### src/rtl/sound_pkg.sv
// Shared types for the speaker scheduler: sequencing states, event codes
// and the counter widths every timer in the block is sized against.
package sound_pkg;

   typedef enum logic [1:0] {IDLE, PLAY, GAP, PLAY2} state_t;

   localparam logic [1:0] EV_NONE   = 2'd0;
   localparam logic [1:0] EV_WALL   = 2'd1;
   localparam logic [1:0] EV_PADDLE = 2'd2;
   localparam logic [1:0] EV_SCORE  = 2'd3;

   localparam int HALF_W = 18;
   localparam int PRE_W  = 17;
   localparam int TICK_W = 8;

endpackage

### src/rtl/tone_divider.sv
// Loadable half-period counter driving a toggle flop; the flop is held low
// whenever the divider is disabled or being (re)loaded.
module tone_divider
   import sound_pkg::*;
(
   input  logic              Clock,
   input  logic              Reset,
   input  logic              enable,
   input  logic              load,
   input  logic [HALF_W-1:0] half_period,
   output logic              wave
);

   logic [HALF_W-1:0] cnt;

   always_ff @(posedge Clock or posedge Reset) begin
      if (Reset) begin
         cnt  <= '0;
         wave <= 1'b0;
      end else if (load || !enable) begin
         cnt  <= '0;
         wave <= 1'b0;
      end else if (cnt == half_period - 1'b1) begin
         cnt  <= '0;
         wave <= ~wave;
      end else begin
         cnt <= cnt + 1'b1;
      end
   end

endmodule

### src/rtl/sound_event_scheduler.sv
// Fixed-priority arbiter and sequencer for the single game speaker:
// latches request pulses, times each tone and drives the square wave.
module sound_event_scheduler
   import sound_pkg::*;
#(
   parameter int unsigned TICK_DIV     = 100000,
   parameter int unsigned PADDLE_HALF  = 113636,
   parameter int unsigned WALL_HALF    = 227272,
   parameter int unsigned SCORE_HALF1  = 56818,
   parameter int unsigned SCORE_HALF2  = 113636,
   parameter int unsigned PADDLE_TICKS = 50,
   parameter int unsigned WALL_TICKS   = 30,
   parameter int unsigned SCORE_TICKS  = 150,
   parameter int unsigned GAP_TICKS    = 20
) (
   input  logic       Clock,
   input  logic       Reset,
   input  logic       paddle_hit,
   input  logic       wall_hit,
   input  logic       score,
   input  logic       mute,
   output logic       Speaker,
   output logic       busy,
   output logic [1:0] active_event
);

   localparam logic [PRE_W-1:0]  PRE_LAST = PRE_W'(TICK_DIV - 1);
   localparam logic [HALF_W-1:0] H_PAD    = HALF_W'(PADDLE_HALF);
   localparam logic [HALF_W-1:0] H_WALL   = HALF_W'(WALL_HALF);
   localparam logic [HALF_W-1:0] H_SC1    = HALF_W'(SCORE_HALF1);
   localparam logic [HALF_W-1:0] H_SC2    = HALF_W'(SCORE_HALF2);
   localparam logic [TICK_W-1:0] T_PAD    = TICK_W'(PADDLE_TICKS);
   localparam logic [TICK_W-1:0] T_WALL   = TICK_W'(WALL_TICKS);
   localparam logic [TICK_W-1:0] T_SC     = TICK_W'(SCORE_TICKS);
   localparam logic [TICK_W-1:0] T_GAP    = TICK_W'(GAP_TICKS);

   state_t            state, state_n;
   logic [1:0]        ev, ev_n;
   logic [2:0]        pend, pend_n, req;
   logic [PRE_W-1:0]  pre;
   logic [TICK_W-1:0] tick, lim;
   logic [HALF_W-1:0] half;
   logic              tone_end, load, restart, enable, wave;

   function automatic logic [TICK_W-1:0] ticks_of(input state_t s, input logic [1:0] e);
      if (s == GAP)   return T_GAP;
      if (s == PLAY2) return T_SC;
      case (e)
         EV_WALL:   return T_WALL;
         EV_PADDLE: return T_PAD;
         default:   return T_SC;
      endcase
   endfunction

   function automatic logic [HALF_W-1:0] half_of(input state_t s, input logic [1:0] e);
      if (s == PLAY2) return H_SC2;
      case (e)
         EV_WALL:   return H_WALL;
         EV_PADDLE: return H_PAD;
         default:   return H_SC1;
      endcase
   endfunction

   // req bit index is event code minus one: {score, paddle, wall}
   assign req      = pend | {score, paddle_hit, wall_hit};
   assign lim      = ticks_of(state, ev);
   assign half     = half_of(state, ev);
   assign tone_end = (pre == PRE_LAST) && (tick == lim - 1'b1);

   always_comb begin
      state_n = state;
      ev_n    = ev;
      pend_n  = req;
      load    = 1'b0;
      restart = 1'b0;
      unique case (state)
         IDLE: begin
            if (|req) begin
               state_n = PLAY;
               load    = 1'b1;
               restart = 1'b1;
               if (req[2]) begin
                  ev_n      = EV_SCORE;
                  pend_n[2] = 1'b0;
               end else if (req[1]) begin
                  ev_n      = EV_PADDLE;
                  pend_n[1] = 1'b0;
               end else begin
                  ev_n      = EV_WALL;
                  pend_n[0] = 1'b0;
               end
            end
         end
         PLAY, GAP, PLAY2: begin
            if (req[2]) begin
               // score during note 1 only extends it; anywhere else it restarts note 1
               pend_n[2] = 1'b0;
               ev_n      = EV_SCORE;
               restart   = 1'b1;
               if (!(state == PLAY && ev == EV_SCORE)) begin
                  state_n = PLAY;
                  load    = 1'b1;
               end
            end else if (req[1] && state == PLAY && ev == EV_WALL) begin
               pend_n[1] = 1'b0;
               ev_n      = EV_PADDLE;
               load      = 1'b1;
               restart   = 1'b1;
            end else if (state == PLAY && ev == EV_PADDLE && req[1]) begin
               pend_n[1] = 1'b0;
               restart   = 1'b1;
            end else if (state == PLAY && ev == EV_WALL && req[0]) begin
               pend_n[0] = 1'b0;
               restart   = 1'b1;
            end else if (tone_end) begin
               if (state == PLAY && ev == EV_SCORE) begin
                  state_n = GAP;
                  restart = 1'b1;
               end else if (state == GAP) begin
                  state_n = PLAY2;
                  load    = 1'b1;
                  restart = 1'b1;
               end else begin
                  state_n = IDLE;
                  ev_n    = EV_NONE;
               end
            end
         end
      endcase
   end

   assign enable = (state_n == PLAY) || (state_n == PLAY2);

   always_ff @(posedge Clock or posedge Reset) begin
      if (Reset) begin
         state <= IDLE;
         ev    <= EV_NONE;
         pend  <= '0;
      end else begin
         state <= state_n;
         ev    <= ev_n;
         pend  <= pend_n;
      end
   end

   always_ff @(posedge Clock or posedge Reset) begin
      if (Reset) begin
         pre  <= '0;
         tick <= '0;
      end else if (restart || state_n == IDLE) begin
         pre  <= '0;
         tick <= '0;
      end else if (pre == PRE_LAST) begin
         pre  <= '0;
         tick <= tick + 1'b1;
      end else begin
         pre <= pre + 1'b1;
      end
   end

   tone_divider u_div (
      .Clock      (Clock),
      .Reset      (Reset),
      .enable     (enable),
      .load       (load),
      .half_period(half),
      .wave       (wave)
   );

   assign Speaker      = wave & ~mute;
   assign busy         = (state != IDLE);
   assign active_event = ev;

endmodule

### config.mk
export PLATFORM = sky130hd
export DESIGN_NAME = sound_event_scheduler
export DESIGN_NICKNAME = d
export VERILOG_FILES = /design/src/rtl/sound_pkg.sv /design/src/rtl/tone_divider.sv /design/src/rtl/sound_event_scheduler.sv
export SDC_FILE = /design/constraint.sdc
export NUM_CORES = 1
export LEC_CHECK = 0
export CORE_ASPECT_RATIO = 0.8
export CORE_MARGIN = 5
export CORE_UTILIZATION = 49
export DETAILED_ROUTE_END_ITERATION = 8
export PLACE_DENSITY = 0.66
export SKIP_LAST_GASP = 1
export SYNTH_ARGS = -nofsm -noshare
export SYNTH_HDL_FRONTEND = slang
export SYNTH_HIERARCHICAL = 1
export SYNTH_SLANG_ARGS = --single-unit
### constraint.sdc
create_clock -name Clock -period 5.05 [get_ports Clock]
set_clock_uncertainty 0.2 [all_clocks]
set_input_delay 1.515 -clock Clock [delete_from_list [all_inputs] [get_ports Clock]]
set_output_delay 1.515 -clock Clock [all_outputs]
set_load 0.01 [all_outputs]
==> impl_metrics.csv <==
group,metric,value,unit
logic_synthesis,syn_inst,396,
cells_and_area,seq_area,1276,µm²
logic_synthesis,netlist_area,3561,µm²
logic_synthesis,synth_xor_area_share,15.50,%
drt,firstDrtPassIters,4,
min_path,hp-class,"flip-flop to flip-flop",
logic_synthesis,seq_area_frac_synth,35.84,%
logic_synthesis,ys_types,63,
timing,period_share,84.52,%
clock_network,clock-sinks,51,
critical_path,critPathArrivalTime,2550,ps
critical_path,worstSetupStartpointType,"input port",
global_routing,antenna_found_initial,0,
logic_synthesis,synth_mux_area_share,1.476,%
logic_synthesis,yosys_warnings,6,
pwr,p_total,862.6,µW
global_routing,grt_max_degree,33,
drt,vias,2798,
timing,worst_pin_slew,736.9,ps
logic_synthesis,synth_common_cells,"nor2_1, dfrtp_1, xor2_1",
logic_synthesis,synth_compound_area_share,9.628,%
floorplan,die_area,9082,µm²
critical_path,crit_required,3340,ps
timing,rsz0062_at_grt,"no",
status,status,"complete, no violations",
timing,slew_headroom,50.82,%
logic_synthesis,async_flop_share,100.0,%
clock_network,post_cts_resized,0,
cells_and_area,num_antenna_cells,0,
drt,ant_nets,0,
cells_and_area,nets,432,
global_routing,gr-total-overflow,0,
global_routing,grt_pass1_wl,12600,µm
logic_synthesis,syn_area_per_cell,8.992,µm²
logic_synthesis,synth_edf_count,0,
critical_path,worst_path_most_repeated_cell,"clkdlybuf4s50_1",
timing,holdWs,288.3,ps
floorplan,core_region_area,6993,µm²
critical_path,timing.critical_path.buf_inv,2,
cells_and_area,area_growth,8.011,%
clock_network,cts.htree.levels,2,
floorplan,io_pins,10,
drt,drt-vias-per-instance,5.530,
drt,wirelength,7109,µm
placed_design,hpwl,5153,µm
drt,drtIter0Drc,153,
logic_synthesis,synth_area_leaders,"dfrtp_1, xor2_1, xnor2_1, nor2_1, nand3_1",
placed_design,placed_area,3751,µm²
pwr,peakVddDrop,107.1,µV
critical_path,crit_chain,"clkdlybuf4s50_1 > nor2b_1 > clkdlybuf4s50_1",
timing,setup_violations,0,
logic_synthesis,synth_top_family_by_area,"simple AND/OR/NAND/NOR gates",
timing,final_hold_viol_count,0,
drt,drc,0,
logic_synthesis,yosysMostFrequentCell,"nor2_1",
placed_design,dpl_worst_slack,781.4,ps
floorplan,start_util,50.92,%
critical_path,setup.worst_path.end_class,"output pin",
pwr,p_leak,0.001542,µW
floorplan,fp-row-count,27,
critical_path,critPathMaxFanout,1,
logic_synthesis,synthSimpleGateAreaFrac,30.29,%
cells_and_area,multiInputGateArea,2201,µm²
timing,final.setup.worst_slack,782.0,ps
logic_synthesis,synthAdderAreaFrac,2.811,%
clock_network,cts_buffer_depth,2,
cells_and_area,layout-drive-gt1-share,9.785,%
clock_network,cts.hold.buffers_added,0,
clock_network,path_clk_slew,110,ps
clock_network,cts_tree,"done",
logic_synthesis,synth_seq_cells,51,
clock_network,cts-root-buf,"clkbuf_8",
clock_network,clock_latency,320,ps
logic_synthesis,netlist.area_leader.share,35.84,%
floorplan,die_w,105.3,µm
drt,wire_per_inst,14.05,µm
flow_run,cap_violations,0,
placed_design,gp_congestion,0.8081,
critical_path,slowest_stage,"clkdlybuf4s50_1",
timing,drv_slew,0,
global_routing,track_usage,16.74,%
pwr,power_density,224.3,nW/µm²
clock_network,cts_inserted_buffers,5,
critical_path,path_delay_family,"buffers and inverters",
floorplan,fp.dieH,86.25,µm
cells_and_area,fillCellCount,640,
cells_and_area,final_cell_area,3846,µm²
logic_synthesis,netlist.top_cell.by_area,"dfrtp_1",
clock_network,post_cts_buffers,0,
critical_path,worstSetupPathType,"input port to output pin",
critical_path,max_stage_delay,540,ps
timing,min_period,4268,ps
global_routing,grt_pass1_vias,2619,
timing,tns,0,ps
timing,fmax,234.3,MHz
logic_synthesis,synth_ff_type,"dfrtp_1",
placed_design,io_buffers,9,
==> cell usage in the layout, fill, tap and decap left out, types with 3 or more instances in the layout <==
cell type	instances
nor2_1	56
dfrtp_1	51
xor2_1	33
xnor2_1	30
nand3_1	26
conb_1	20
nand2_1	18
inv_1	16
and3_1	12
nand4_1	11
nor3_1	10
nor2_2	10
a21oi_1	9
clkdlybuf4s50_1	9
ha_1	8
nor2b_1	6
a31oi_1	5
or2_2	5
nor4_1	5
clkbuf_8	5
o21ai_0	4
and2_1	4
or4_1	4
or3_1	3
or4_4	3
mux2i_1	3
==> registers in the layout, summed over array words and instances (netlist names) <==
register / count
active_event: 2
pend: 3
pre: 17
state: 2
tick: 8
u_div/cnt: 18
u_div/wave: 1
==> stage by stage <==
stage                     cells  util [%]
after floorplan             414         -
after CTS                   506     55.00
after global placement      498     53.64
after global routing        506     55.00
after detailed placement    498     53.64
final                       506     55.00
==> report_power, final <==
| group | leakage, µW | total [µW] | internal, µW | switching (µW) |
|---|---|---|---|---|
| combinational | 0.000823 | 128 | 64.5 | 63.6 |
| clock | 0.0000491 | 253 | 102 | 151 |
| sequential | 0.000669 | 481 | 436 | 45.4 |
| total | 0.00154 | 863 | 603 | 260 |
==> area by class of cell <==
cell class / count / area share (%)
multi-input cells: 333 / 57.22
flip-flops and latches: 51 / 33.18
well taps: 87 / 2.830
repair buffers: 11 / 2.733
clock buffers: 5 / 1.789
inverters: 16 / 1.561
clock inverters: 3 / 0.6831
==> path summary, 6_finish.rpt <==
| path | from | to | slack [ps] | cells past startpoint |
|---|---|---|---|---|
| hold reg to reg | pre[0] | pre[0] | 290 | 1 |
| setup reg to reg | state[0] | u_div/cnt[14] | 1090 | 9 |
| min in group asynchronous | Reset | pre[5] | 1430 | 3 |
| hold / removal | pre[0] | pre[0] | 290 | 1 |
| setup / recovery | mute | Speaker | 780 | 3 |
| max in group asynchronous | Reset | u_div/cnt[9] | 2710 | 2 |
==> kinds of logic after synthesis <==
group | count (synthesis)
simple gates | 194
xor+xnor | 63
flops | 51
compound gates | 43
buf+inv | 30
fa+ha+maj | 8
mux | 5
other cells | 2
==> routing by layer <==
metal | vias to the layer above | wire length, µm | global-route usage (%)
met2 | 65 | 2936 | 24.42
met5 | - | 0 | 0
li1 | 1415 | - | -
met3 | 7 | 301 | 2.978
met4 | 0 | 57 | 4.052
met1 | 1311 | 3813 | 25.54
No activity file was read; power rests on OpenSTA's default activity.
